`src/rtl/pool5_rm_reader.sv`:
```
`default_nettype none
// ============================================================================
// Module   : pool5_rm_reader
// Purpose  : Read controller for the pool5 result RAM. A start pulse streams
//            a contiguous run of 64-bit words from the RAM read port out as a
//            valid/ready stream. A credit-limited show-ahead FIFO absorbs the
//            fixed RAM read latency so backpressure never drops or repeats data.
// Ports    : clk, rst_n (async, active-low)
//            start, base_addr, word_cnt   - transfer request (sampled in IDLE)
//            ram_addrb / ram_doutb        - RAM read port (enable tied high)
//            m_valid, m_data, m_last, m_ready - output stream
//            busy, done                   - status
// Options  : POOL5_RD_REPEAT_EN adds input num_pass (0 treated as 1); the run
//            is streamed num_pass times back-to-back, with one m_last and
//            one done at the very end.
// Revision : 1.0 - initial release
// ============================================================================
module pool5_rm_reader #(
    parameter int ADDR_W     = 12,
    parameter int DATA_W     = 64,
    parameter int RD_LAT     = 2,
    parameter int FIFO_DEPTH = 4
) (
    input  logic              clk,
    input  logic              rst_n,
    input  logic              start,
    input  logic [ADDR_W-1:0] base_addr,
    input  logic [ADDR_W:0]   word_cnt,
`ifdef POOL5_RD_REPEAT_EN
    input  logic [3:0]        num_pass,
`endif
    output logic [ADDR_W-1:0] ram_addrb,
    input  logic [DATA_W-1:0] ram_doutb,
    output logic              m_valid,
    output logic [DATA_W-1:0] m_data,
    output logic              m_last,
    input  logic              m_ready,
    output logic              busy,
    output logic              done
);

    localparam int PTR_W = $clog2(FIFO_DEPTH);
    localparam int CNT_W = PTR_W + 1;
    localparam int IFL_W = $clog2(RD_LAT + 1);
`ifdef POOL5_RD_REPEAT_EN
    localparam int OUT_W = ADDR_W + 5;
`else
    localparam int OUT_W = ADDR_W + 1;
`endif

    typedef enum logic [1:0] {
        S_IDLE  = 2'd0,
        S_ISSUE = 2'd1,
        S_DRAIN = 2'd2,
        S_FIN   = 2'd3
    } state_t;

    state_t              state_q, state_d;
    logic [ADDR_W-1:0]   addr_q, addr_d;
    logic [ADDR_W:0]     issue_rem_q, issue_rem_d, nxt_rem;
    logic [OUT_W-1:0]    out_rem_q, out_rem_d, total_cnt;
    logic [RD_LAT-1:0]   tag_q, tag_d;
    logic [IFL_W-1:0]    inflight_q, inflight_d;
    logic [PTR_W-1:0]    wr_ptr_q, wr_ptr_d, rd_ptr_q, rd_ptr_d;
    logic [CNT_W-1:0]    count_q, count_d;
    logic                done_q, done_d;
    logic [DATA_W-1:0]   mem_q [FIFO_DEPTH];
    logic                issue, credit, wr, pop;
`ifdef POOL5_RD_REPEAT_EN
    logic [ADDR_W-1:0]   base_q, base_d;
    logic [ADDR_W:0]     word_q, word_d;
    logic [3:0]          pass_rem_q, pass_rem_d, passes;
`endif

    // Show-ahead FIFO outputs
    assign m_valid = (count_q != '0);
    assign m_data  = mem_q[rd_ptr_q];
    assign m_last  = m_valid && (out_rem_q == OUT_W'(1));
    assign busy    = (state_q == S_ISSUE) || (state_q == S_DRAIN);
    assign done    = done_q;

    assign pop = m_valid && m_ready;
    // The oldest tag marks the cycle in which ram_doutb carries issued data.
    assign wr  = tag_q[RD_LAT-1];
    // Reads in flight plus FIFO occupancy must never exceed the FIFO depth,
    // so every tagged word has a guaranteed slot when it returns.
    assign credit = (issue_rem_q != '0) &&
                    ((32'(inflight_q) + 32'(count_q)) < 32'(FIFO_DEPTH));

`ifdef POOL5_RD_REPEAT_EN
    assign passes    = (num_pass == 4'd0) ? 4'd1 : num_pass;
    assign total_cnt = OUT_W'(word_cnt) * OUT_W'(passes);
`else
    assign total_cnt = word_cnt;
`endif

    always_comb begin
        state_d     = state_q;
        addr_d      = addr_q;
        issue_rem_d = issue_rem_q;
        out_rem_d   = out_rem_q;
        nxt_rem     = issue_rem_q;
        done_d      = 1'b0;
        issue       = 1'b0;
        ram_addrb   = addr_q;
`ifdef POOL5_RD_REPEAT_EN
        base_d      = base_q;
        word_d      = word_q;
        pass_rem_d  = pass_rem_q;
`endif
        case (state_q)
            S_IDLE: begin
                if (start) begin
                    out_rem_d = total_cnt;
`ifdef POOL5_RD_REPEAT_EN
                    base_d     = base_addr;
                    word_d     = word_cnt;
                    pass_rem_d = passes - 4'd1;
`endif
                    if (word_cnt == '0) begin
                        state_d = S_FIN;
                    end else begin
                        // First read goes out in the start cycle itself so
                        // the first beat appears RD_LAT+1 cycles later.
                        issue     = 1'b1;
                        ram_addrb = base_addr;
                        addr_d    = base_addr + ADDR_W'(1);
                        nxt_rem   = word_cnt - (ADDR_W+1)'(1);
                        state_d   = S_ISSUE;
                    end
                end
            end
            S_ISSUE: begin
                if (credit) begin
                    issue   = 1'b1;
                    addr_d  = addr_q + ADDR_W'(1);
                    nxt_rem = issue_rem_q - (ADDR_W+1)'(1);
                end
            end
            S_DRAIN: begin
                if (pop && (out_rem_q == OUT_W'(1))) begin
                    state_d = S_FIN;
                end
            end
            S_FIN: begin
                state_d = S_IDLE;
                // Non-empty runs already pulsed done on the last pop; only an
                // empty run raises it here.
                done_d  = ~done_q;
            end
            default: state_d = S_IDLE;
        endcase

        if (issue) begin
            issue_rem_d = nxt_rem;
            if (nxt_rem == '0) begin
`ifdef POOL5_RD_REPEAT_EN
                if (pass_rem_d != 4'd0) begin
                    pass_rem_d  = pass_rem_d - 4'd1;
                    addr_d      = base_d;
                    issue_rem_d = word_d;
                end else begin
                    state_d = S_DRAIN;
                end
`else
                state_d = S_DRAIN;
`endif
            end
        end

        if (pop && (out_rem_q != '0)) begin
            out_rem_d = out_rem_q - OUT_W'(1);
            if (out_rem_q == OUT_W'(1)) begin
                done_d = 1'b1;
            end
        end
    end

    always_comb begin
        tag_d      = RD_LAT'({tag_q, issue});
        inflight_d = inflight_q + IFL_W'(issue) - IFL_W'(wr);
        count_d    = count_q + CNT_W'(wr) - CNT_W'(pop);
        wr_ptr_d   = wr_ptr_q + PTR_W'(wr);
        rd_ptr_d   = rd_ptr_q + PTR_W'(pop);
    end

    always_ff @(posedge clk or negedge rst_n) begin
        if (!rst_n) begin
            state_q     <= S_IDLE;
            addr_q      <= '0;
            issue_rem_q <= '0;
            out_rem_q   <= '0;
            tag_q       <= '0;
            inflight_q  <= '0;
            wr_ptr_q    <= '0;
            rd_ptr_q    <= '0;
            count_q     <= '0;
            done_q      <= 1'b0;
            for (int i = 0; i < FIFO_DEPTH; i++) begin
                mem_q[i] <= '0;
            end
`ifdef POOL5_RD_REPEAT_EN
            base_q      <= '0;
            word_q      <= '0;
            pass_rem_q  <= '0;
`endif
        end else begin
            state_q     <= state_d;
            addr_q      <= addr_d;
            issue_rem_q <= issue_rem_d;
            out_rem_q   <= out_rem_d;
            tag_q       <= tag_d;
            inflight_q  <= inflight_d;
            wr_ptr_q    <= wr_ptr_d;
            rd_ptr_q    <= rd_ptr_d;
            count_q     <= count_d;
            done_q      <= done_d;
            if (wr) begin
                mem_q[wr_ptr_q] <= ram_doutb;
            end
`ifdef POOL5_RD_REPEAT_EN
            base_q      <= base_d;
            word_q      <= word_d;
            pass_rem_q  <= pass_rem_d;
`endif
        end
    end

endmodule
`default_nettype wire

```
`config.mk`:
```
export PLATFORM = sky130hd
export DESIGN_NAME = pool5_rm_reader
export DESIGN_NICKNAME = d
export VERILOG_FILES = /design/src/rtl/pool5_rm_reader.sv
export SDC_FILE = /design/constraint.sdc
export NUM_CORES = 1
export LEC_CHECK = 0
export ABC_AREA = 1
export BUFFER_PORTS_ARGS = -buffer_cell sky130_fd_sc_hd__buf_2
export CAP_MARGIN = 10
export CORE_ASPECT_RATIO = 0.75
export CORE_MARGIN = 4
export CORE_UTILIZATION = 45
export CTS_CLUSTER_SIZE = 8
export DETAILED_ROUTE_END_ITERATION = 8
export GPL_TIMING_DRIVEN = 0
export PLACE_DENSITY_LB_ADDON = 0.25
export SLEW_MARGIN = 20
export SYNTH_ARGS = -nofsm -noshare
export SYNTH_HDL_FRONTEND = slang
export SYNTH_SLANG_ARGS = --single-unit
export TNS_END_PERCENT = 10
```
`constraint.sdc`:
```
create_clock -name clk -period 2.6 [get_ports clk]
set_clock_uncertainty 0.15 [all_clocks]
set_input_delay 0.52 -clock clk [delete_from_list [all_inputs] [get_ports clk]]
set_output_delay 0.52 -clock clk [all_outputs]
set_load 0.05 [all_outputs]
```
Word-level counts from Yosys, hierarchy flattened:

Cells that the tools add are included.

* register bits after elaboration: 308
* output and inout bits: 80
* bits of input ports: 93

* reduce and logical (&&, ||, !) cells: 18
* order comparisons: 4
* multiplexer cells: 33
* bitwise operators: 3
* $add $sub $neg: 12
* equality and inequality tests: 7

Operator list (count)
* bitwise mux 256 bit: 1
* two-way mux 64 bit: 3
* binary-select mux 64 bit (select 2 bit): 1
* demux 64 bit (select 2 bit): 1
* two-way mux 13 bit: 6
* two-way mux 12 bit: 6
* subtractor 13 x 1 -> 13 bit (second input constant): 3
* logical NOT 13 bit: 2
* case mux 13 bit (2 select lines): 1
* nonzero test 13 bit: 2
* adder 12 x 1 -> 12 bit (second input constant): 2
* case mux 12 bit (2 select lines): 1
* == test 13 x 1 -> 1 bit (second input constant): 1
* two-way mux 2 bit: 5
* adder 2 x 1 -> 2 bit: 3
* greater-or-equal comparator 3 bit (second input constant): 2
* logical AND 1 bit: 6
* two-way mux 1 bit: 6
* != test 2 bit (second input constant): 3
* inverter 2 -> 3 bit: 2
* case mux 2 bit (3 select lines): 1
* nonzero test 2 bit: 3
* adder 2 x 3 -> 4 bit: 1
* == test 2 bit (second input constant): 2
* 13 further kinds: 13

Longest topological paths before layout:

Gate-level depths: netlist of run 1.

* depth after elaboration: 8
* gate-level depth with buffers: 17

Least setup slack after synthesis of run 1:

Ideal clock, no wire load.

* path kind: input to output
* start: input port word_cnt[0]
* end: output port ram_addrb[0]
* buffers on the path: 1
* setup slack: -0.468 ns
* stages: 9
* arrival time: 2.398 ns
* data required time: 1.930 ns
* cells stage by stage: inv_1 -> ha_1 -> nand2_1 -> nor2_1 -> nand2_1 -> nand2_1 -> inv_2 -> clkbuf_1 -> o21ai_0

* cells in the longest elaborated chain, start to end: 4

Ends and longest elaborated chain
* from (decl): line 28 `input logic [ADDR_W:0] word_cnt,`
* logical NOT 13 bit: line 120 `if (word_cnt == '0) begin`
* two-way mux 12 bit: line 120
* two-way mux 12 bit: line 113 `if (start) begin`
* two-way mux 12 bit: line 111 `case (state_q)`
* to (decl): line 32 `output logic [ADDR_W-1:0] ram_addrb,`

Every way passes these cells.

Final worst setup path of run 1:

* start: register rd_ptr_q[0]
* end: output port m_data[24]

* cells in the longest elaborated chain, start to end: 4

Ends and longest elaborated chain
* from (decl): line 64 `logic [PTR_W-1:0] wr_ptr_q, wr_ptr_d, rd_ptr_q, rd_ptr_d;`
* from (signal assigned): line 215 `rd_ptr_q <= rd_ptr_d;`
* inverter 2 -> 3 bit (implied by the code): line 77 `assign m_data = mem_q[rd_ptr_q];`
* binary-select mux 64 bit (select 2 bit): line 77
* two-way mux 64 bit (implied by the code) (2 in a row): line 77
* to (decl): line 35 `output logic [DATA_W-1:0] m_data,`

Every way passes these cells. The select of a mux whose other input is x is not followed.

==> results of run 1 <==
==> state kept, by name (all words and copies together), names as in the netlist <==
signal / count
mem_q: 256
issue_rem_q: 13
out_rem_q: 13
addr_q: 12
count_q: 3
inflight_q: 2
rd_ptr_q: 2
state_q: 2
tag_q: 2
wr_ptr_q: 2
done: 1
==> layout by cell type (no fill, tap or decap), drive strengths merged, types with 6 or more instances in the layout <==
cell type / Yosys / layout
o21ai: 440 / 440
a21oi: 10 / 10
clkbuf: 92 / 136
nor3: 6 / 6
nor2: 195 / 195
buf: 16 / 210
xnor2: 6 / 6
nand2: 412 / 412
xor2: 11 / 11
o22ai: 65 / 65
ha: 18 / 18
inv: 157 / 158
dfrtp: 308 / 308
nand3: 69 / 69
==> cells by family after synthesis <==
| family | synth area share |
|---|---|
| DFF | 0.524 |
| AOI/OAI and AO/OA | 0.189 |
| buffers and inverters | 0.0702 |
| adders and majority gates | 0.0167 |
| xor gates and xnor gates | 0.0101 |
| and+or+nand+nor | 0.190 |
==> final timing paths <==
check / depth (start not counted) / startpoint / endpoint / slack [ns]
max in group asynchronous: 4 / rst_n / mem_q[159] / 0.77
setup / recovery: 7 / rd_ptr_q[0] / m_data[24] / -0.21
min in group asynchronous: 2 / rst_n / mem_q[189] / 0.29
hold / removal: 3 / word_cnt[0] / out_rem_q[0] / 0.07
hold reg to reg: 0 / tag_q[0] / tag_q[1] / 0.20
setup reg to reg: 17 / state_q[0] / addr_q[10] / 0.07
==> area by class of cell <==
cell class,instances,area share
multi-input combinational,1256,0.340
buffer,108,0.0433
inverter,159,0.0328
timing repair buffer,193,0.0798
clock buffer,46,0.0604
sequential,308,0.412
clock inverter,3,0.00241
antenna,1,0.000134
tap,442,0.0296
==> per-layer routing <==
metal,global-route usage,routed length [um],share of wire,vias up
met5,0,53,0.0012,-
met4,0.0722,1060,0.023,8
met3,0.0491,3720,0.082,83
met2,0.391,20500,0.45,553
met1,0.364,19800,0.44,6650
li1,-,-,-,6508
==> metrics by stage <==
step	setup TNS (ns)	worst slack [ns]	cell area, um2
final	-8.41	-0.208	18700
after global placement	-1578.24	-5.03	16200
after detailed placement	-34.40	-0.624	16200
after global routing	-13.49	-0.252	18700
after CTS	-9.61	-0.193	18500
after floorplan	-7.96	-0.346	14700
==> critical path, cell delays in order (launching register included) <==
cell and delay, ns:
dfrtp_2 0.43, clkbuf_16 0.17, clkinvlp_4 0.12, clkbuf_16 0.20
clkbuf_16 0.18, o21ai_2 0.05, o22ai_1 0.20, buf_4 0.24
==> what timing repair did <==
item | CTS | global route
setup buffers | 11 | 0
pin swaps | 42 | 12
hold endpoints to repair | 39 | 0
hold buffers | 1 | 0
endpoints found under the setup margin | 78 | 82
gates cloned | 4 | 2
resized for setup | 289 | 102
==> key figures, run 1 <==
Synth
  – Count leader, synth: o21ai_0
  – Synthesis Warnings: 0
  – Yosys reg bits: 308
  – Synth Flop Type: dfrtp_1
  – Synth Net Count: 1943
  – Avg Cell Area, Syn: 8.04 um2
  – Seq/Total Area, Yosys: 0.524
  – Most instantiated cells after synthesis: o21ai_0, nand2_1, dfrtp_1, nor2_1, inv_1
  – Post-synth top area share: 0.524
  – Area contributors post-synth: dfrtp_1, o21ai_0, nand2_1, nor2_1, inv_1
  – EDFF count, synth: 0
  – Post-synthesis async set-or-reset flop share: 1.00
  – Synth Instances: 1831
  – Largest area contributor in the netlist: dfrtp_1
  – Synthesized cell area: 14700 um2
  – Synth unique cells: 40

Placement
  – GP Congestion: 0.896
  – PortBufs: 172
  – Cells after DPL: 2448
  – DP HPWL: 29700 um

CTS
  – Clk_lat worst skew: 0.56 ns
  – CTS buffer count: 44
  – CTS tree: done
  – # H-tree levels: 2
  – Max clock buf depth: 3
  – CTS Sinks: 308
  – CTS Root Cell: clkbuf_16
  – Worst-path clk slew: 0.05 ns

Floorplanning
  – Die ar.: 35700 um2
  – Die Y: 165 um
  – Initial core utilization: 0.456
  – Core area: 32300 um2
  – Io pins: 173
  – Die Span X: 217 um
  – Site Rows: 57

STA
  – Actual slew at the worst max-slew pin: 0.660 ns
  – Endpoints failing setup: 76
  – Fmax achieved: 356 MHz
  – Final period utilization: 1.08
  – Slew margin rel.: 0.560
  – RSZ-0062 raised after global routing: yes
  – Hold Fails Final Rpt: 0
  – Period minus WS final: 2.81 ns
  – Slew Limit Fails: 0
  – Setup slack after layout: -0.208 ns
  – Hold WS: 0.0697 ns

Hold path
  – Hold crit path type: in -> reg

Critical path
  – Critical path peak fanout: 10
  – CP arrival: 2.14 ns
  – Kind of critical path: reg -> out
  – CP required: 1.93 ns
  – CP Capture Type: output port
  – Crit start category: flop

GRT
  – Global route overflow: 0
  – Largest net degree at the start of global routing: 100
  – Initial antenna violation count: 5
  – Number of global-route vias before repair: 13438
  – Tot GR Track Use: 0.252
  – Global-route wire length before repair: 72300 um

Finish
  – Layout Cells excl Fill: 2516
  – Layout Utilization: 0.579
  – Layout cells sized above 1: 0.192
  – Fillers: 2923
  – Syn-to-layout area delta: 27.1%
  – Final nets: 2182
  – Area of the multi-input gates: 6350 um2
  – Sequential cell area: 7710 um2

Outcome
  – Violated checks: setup timing
  – Outcome: complete, but fails checks

Route
  – Via count: 13802
  – Final ANT Viol Nets: 0
  – Post-DR vias/cell: 5.49
  – Iter 0 DRT Violations: 1266
  – Drt total wl: 45200 um
  – Drt wl/cell: 18.0 um
  – Pre-antenna DRT Iters: 5
  – # DRC: 0

Job
  – Max_cap viols: 0
Power of run 1 is not shown: default switching activity piles up to over one toggle a cycle in this logic, so the estimate is an artifact.
==> run 2, diff against run 1 <==
CORE_MARGIN = unset   (was 4)
==> run 2 against run 1 <==
  * The flow still finishes with violations (setup timing)
  * Die area decreased by 6.3%
  * Worst hold slack gained 0.042 ns
  * Highest routed layer unchanged
  * Routed wire length increased by 1.5%
  * Non-clock buffer count rose by 18
==> key figures, run 2 (synthesized netlist as in run 1, its figures left out) <==
Outcome
  – Outcome: complete, but fails checks
  – Violated checks: setup timing

Critical path
  – CP arrival: 2.00 ns
  – Crit start category: flop
  – Kind of critical path: reg -> out
  – CP required: 1.93 ns
  – CP Capture Type: output port
  – Critical path peak fanout: 7

STA
  – Actual slew at the worst max-slew pin: 0.646 ns
  – Period minus WS final: 2.67 ns
  – Slew Limit Fails: 0
  – RSZ-0062 raised after global routing: yes
  – Hold Fails Final Rpt: 0
  – Slew margin rel.: 0.565
  – Final period utilization: 1.03
  – Hold WS: 0.112 ns
  – Fmax achieved: 374 MHz
  – Setup slack after layout: -0.0723 ns
  – Endpoints failing setup: 55

Finish
  – Layout cells sized above 1: 0.231
  – Biggest regs: mem_q (256), issue_rem_q (13), out_rem_q (13)
  – Max reg flops: 256
  – Area of the multi-input gates: 6690 um2
  – Syn-to-layout area delta: 31.9%
  – Fillers: 2738
  – Most frequent cells in the layout: nand2_1, o21ai_0, dfrtp_1, nor2_1, inv_1
  – Most common cell after layout, fill and taps aside: nand2_1
  – Most flops, register: mem_q
  – Final nets: 2200
  – Sequential cell area: 7710 um2
  – Layout Utilization: 0.611

CTS
  – CTS buffer count: 44
  – Clk_lat worst skew: 0.53 ns
  – CTS Root Cell: clkbuf_16
  – Worst-path clk slew: 0.05 ns
  – Max clock buf depth: 3
  – CTS tree: done
  – CTS Sinks: 308
  – # H-tree levels: 2

Route
  – # DRC: 0
  – Drt wl/cell: 18.1 um
  – Via count: 13925
  – Post-DR vias/cell: 5.51
  – Iter 0 DRT Violations: 1153
  – Drt total wl: 45900 um
  – Final ANT Viol Nets: 0
  – Pre-antenna DRT Iters: 5

GRT
  – Largest net degree at the start of global routing: 91
  – Global-route wire length before repair: 71100 um
  – Tot GR Track Use: 0.269
  – Initial antenna violation count: 4
  – Number of global-route vias before repair: 13403
  – Global route overflow: 0

Placement
  – DP HPWL: 29600 um
  – Place WS: -0.714 ns
  – GP Congestion: 0.862
  – PortBufs: 172

Floorplanning
  – Die ar.: 33400 um2
  – Die Y: 159 um
  – Core area: 31700 um2
  – Io pins: 173
  – Initial core utilization: 0.464
  – Site Rows: 56
  – Die Span X: 211 um

Hold path
  – Hold crit path type: in -> reg

Job
  – Max_cap viols: 0
run 2: cell types whose count changed in the layout (fill, tap and decap cells not counted), sizes merged:
cell	delta
clkinvlp	-2
diode	+3
clkinv	+2
buf	+15
bufinv	+1
clkbuf	+2
inv	-3
run 2: final timing paths:
path / startpoint / end / slack [ns] / cells past startpoint
worst max-delay path: rd_ptr_q[0] / m_data[28] / -0.07 / 7
worst min-delay path: word_cnt[0] / out_rem_q[0] / 0.11 / 3
worst max register to register: state_q[0] / addr_q[10] / 0.08 / 17
worst min register to register: tag_q[0] / tag_q[1] / 0.19 / 0
max in group asynchronous: rst_n / addr_q[5] / 0.58 / 4
min in group asynchronous: rst_n / mem_q[60] / 0.41 / 2
run 2: final cells by class:
| cell class | count | area share |
|---|---|---|
| tap | 435 | 0.0280 |
| clock inverter | 1 | 0.00155 |
| timing repair buffer | 211 | 0.0925 |
| inverter | 159 | 0.0321 |
| buffer | 108 | 0.0456 |
| multi-input combinational | 1256 | 0.345 |
| antenna | 4 | 0.000516 |
| clock buffer | 45 | 0.0580 |
| sequential | 308 | 0.397 |
run 2: metrics by stage:
stage / setup TNS [ns] / cell area [um2] / std cells
3_3_place_gp: -1584.18 / 16100 / 2438
5_1_grt: -4.83 / 19400 / 2523
6_report: -1.41 / 19400 / 2527
3_5_place_dp: -38.55 / 16200 / 2441
4_1_cts: -4.41 / 18500 / 2505
2_1_floorplan: -7.96 / 14700 / 1831
run 2: routing by layer:
| metal | global-route usage | up-vias | part of all wire |
|---|---|---|---|
| li1 | - | 6530 | - |
| met1 | 0.381 | 6781 | 0.44 |
| met2 | 0.417 | 531 | 0.46 |
| met3 | 0.0533 | 79 | 0.079 |
| met4 | 0.0814 | 4 | 0.021 |
| met5 | 0 | - | 0.00055 |
run 2: repair_timing:
action | in CTS | in global routing
hold endpoints to repair | 75 | 0
hold buffers | 1 | 0
buffers inserted | 13 | 6
gates resized for setup | 276 | 252
pin swaps | 29 | 55
endpoints found under the setup margin | 78 | 90
gates cloned | 4 | 12
run 2: critical path, cell delays in order (launching register included):
cell	delay, ns
dfrtp_2	0.42
clkbuf_16	0.18
clkinv_8	0.08
clkbuf_16	0.17
clkbuf_16	0.16
nor2_2	0.04
o22ai_2	0.17
buf_4	0.22
Power of run 2 is left out for the same reason.
==> run 3, diff against run 2 <==
ABC_AREA = unset   (was 1)
==> run 3 against run 2 <==
  * The run still ends with setup timing left
  * Critical path depth is 1 higher
  * Global-route usage is 4.9 points lower
  * Fmax is 9.0% lower
  * First-iteration DRC count is 46% lower
  * Area after synthesis hardly changed
  * Critical endpoint is now ram_addrb[9]
  * Die area hardly changed
  * Routed wire length is 21% lower
  * Non-clock buffer count is 25 lower
  * Flip-flop and latch count stayed put
==> key figures, run 3 <==
Critical path
  – Reg2Reg Depth: 10
  – Slowest cell on crit path: dfrtp_1
  – Critical path's largest stage delay: 0.42 ns
  – CP arrival: 2.27 ns
  – Delay-heaviest family, CP: buffers and inverters
  – Critical path peak fanout: 6
  – Crit Reg-Reg Endpoint: state_q[0]
  – Critical path buffers and inverters: 4
  – CP Cell Sequence: inv_2, ha_4, nand2_4, a31o_4, buf_12, clkbuf_16, mux2_4, buf_8
  – FF-to-FF Start: inflight_q[1]
  – CP required: 1.93 ns
  – Reg2Reg Setup Slack: -0.23 ns
  – WP depth: 8
  – CP Capture Type: output port
  – Kind of critical path: reg -> out
  – Crit start category: flop

Placement
  – DP HPWL: 23300 um
  – GP Congestion: 0.889
  – PortBufs: 172

Synth
  – Synth Flop Type: dfrtp_1
  – Post-synth top area share: 0.523
  – Synthesis Warnings: 0
  – Synth Instances: 1053
  – Seq/Total Area, Yosys: 0.523
  – Avg Cell Area, Syn: 14.0 um2
  – Largest area contributor in the netlist: dfrtp_1
  – Count leader, synth: dfrtp_1
  – Yosys reg bits: 308
  – Synth unique cells: 67
  – Synth Net Count: 1165
  – EDFF count, synth: 0
  – Post-synthesis async set-or-reset flop share: 1.00
  – Synthesized cell area: 14700 um2
  – Area contributors post-synth: dfrtp_1, mux2_2, mux4_2, ha_1, nand2_1
  – Most instantiated cells after synthesis: dfrtp_1, mux2_2, mux4_2, nand2_1, clkbuf_1

Finish
  – Syn-to-layout area delta: 30.0%
  – Layout Utilization: 0.603
  – Final nets: 1447
  – Biggest regs: mem_q (256), issue_rem_q (13), out_rem_q (13)
  – Most common cell after layout, fill and taps aside: dfrtp_1
  – Most flops, register: mem_q
  – Max reg flops: 256
  – Most frequent cells in the layout: dfrtp_1, mux2_2, buf_2, buf_6, mux4_2
  – Layout cells sized above 1: 0.536

STA
  – Hold Fails Final Rpt: 0
  – Setup slack after layout: -0.335 ns
  – Final period utilization: 1.13
  – Actual slew at the worst max-slew pin: 0.784 ns
  – Period minus WS final: 2.94 ns
  – Slew Limit Fails: 0
  – RSZ-0062 raised after global routing: yes
  – Slew margin rel.: 0.478
  – Fmax achieved: 341 MHz
  – Endpoints failing setup: 86

CTS
  – Clk_lat worst skew: 0.54 ns
  – Max clock buf depth: 3
  – Worst-path clk slew: 0.06 ns
  – CTS buffer count: 44
  – # H-tree levels: 2
  – CTS Root Cell: clkbuf_16
  – CTS tree: done
  – CTS Sinks: 308

Route
  – Drt wl/cell: 20.5 um
  – Iter 0 DRT Violations: 627
  – Drt total wl: 36400 um
  – Post-DR vias/cell: 5.59
  – # DRC: 0
  – Via count: 9912
  – Final ANT Viol Nets: 0
  – Pre-antenna DRT Iters: 5

Job
  – Max_cap viols: 0

Floorplanning
  – Initial core utilization: 0.464
  – Die ar.: 33500 um2
  – Die Span X: 211 um
  – Site Rows: 56
  – Core area: 31700 um2
  – Io pins: 173
  – Die Y: 159 um

Outcome
  – Outcome: complete, but fails checks
  – Violated checks: setup timing

Hold path
  – Hold crit path type: in -> reg
  – Hold depth: 2
  – Min-delay src: ram_doutb[1]
  – WHS Endpoint: mem_q[1]

GRT
  – Largest net degree at the start of global routing: 98
  – Number of global-route vias before repair: 10250
  – Initial antenna violation count: 4
  – Global-route wire length before repair: 57100 um
  – Tot GR Track Use: 0.220
  – Global route overflow: 0
## run 3: kinds of logic after synthesis
| family | count (synthesis) | synth area share |
|---|---|---|
| multiplexers | 343 | 0.311 |
| flip-flops | 308 | 0.523 |
| AND/OR/NAND/NOR | 172 | 0.0637 |
| AO/OA/AOI/OAI | 100 | 0.0479 |
| buffers and inverters | 84 | 0.0217 |
| XOR/XNOR | 27 | 0.0161 |
| adder cells (fa/ha/maj) | 19 | 0.0167 |
## run 3: per-stage QoR
stage	hold WS, ns	std cells	instance area, um2	TNS (ns)	setup WS [ns]
6_report	0.115	1774	19100	-11.54	-0.335
4_1_cts	0.0940	1745	18800	-14.11	-0.352
2_1_floorplan	0.0744	1053	14900	-3.77	-0.0628
3_5_place_dp	0.185	1663	16400	-56.82	-0.822
3_3_place_gp	0.184	1660	16300	-1590.09	-5.03
5_1_grt	0.0983	1773	19100	-19.03	-0.382
## run 3: final cells by class
class                      instances  area, um2
fill                            2464      12600
buffer                            57        490
sequential                       308       7710
multi-input combinational        661       7050
timing repair buffer             237       2070
clock inverter                     3       47.5
tap                              435        544
inverter                          26        100
antenna                            2       5.00
clock buffer                      45       1130
## run 3: how the worst max path moves through the flow
| stage | startpoint | to | slack [ns] |
|---|---|---|---|
| 4_1_cts | out_rem_q[5] | m_last | -0.35 |
| 6_report | state_q[0] | ram_addrb[9] | -0.34 |
| 2_1_floorplan | count_q[1] | state_q[0] | -0.06 |
| 5_1_grt | out_rem_q[3] | m_last | -0.38 |
| 3_5_place_dp | rd_ptr_q[0] | m_data[60] | -0.82 |
| 3_3_place_gp | rst_n | mem_q[228] | -5.03 |
## run 3: layer usage
| metal | track usage | share of wire | vias to the layer above |
|---|---|---|---|
| met1 | 0.319 | 0.46 | 5062 |
| met5 | 0 | 0.00036 | - |
| li1 | - | - | 4501 |
| met2 | 0.329 | 0.45 | 288 |
| met3 | 0.0574 | 0.068 | 59 |
| met4 | 0.0566 | 0.019 | 2 |
## run 3: timing repair
item,in CTS,in global routing
pin swaps,18,23
endpoints found under the hold margin,31,0
setup endpoints to repair,124,130
hold buffers,1,0
gates cloned,4,1
gates resized for setup,275,39
setup buffers,30,27
Power of run 3 is left out for the same reason.
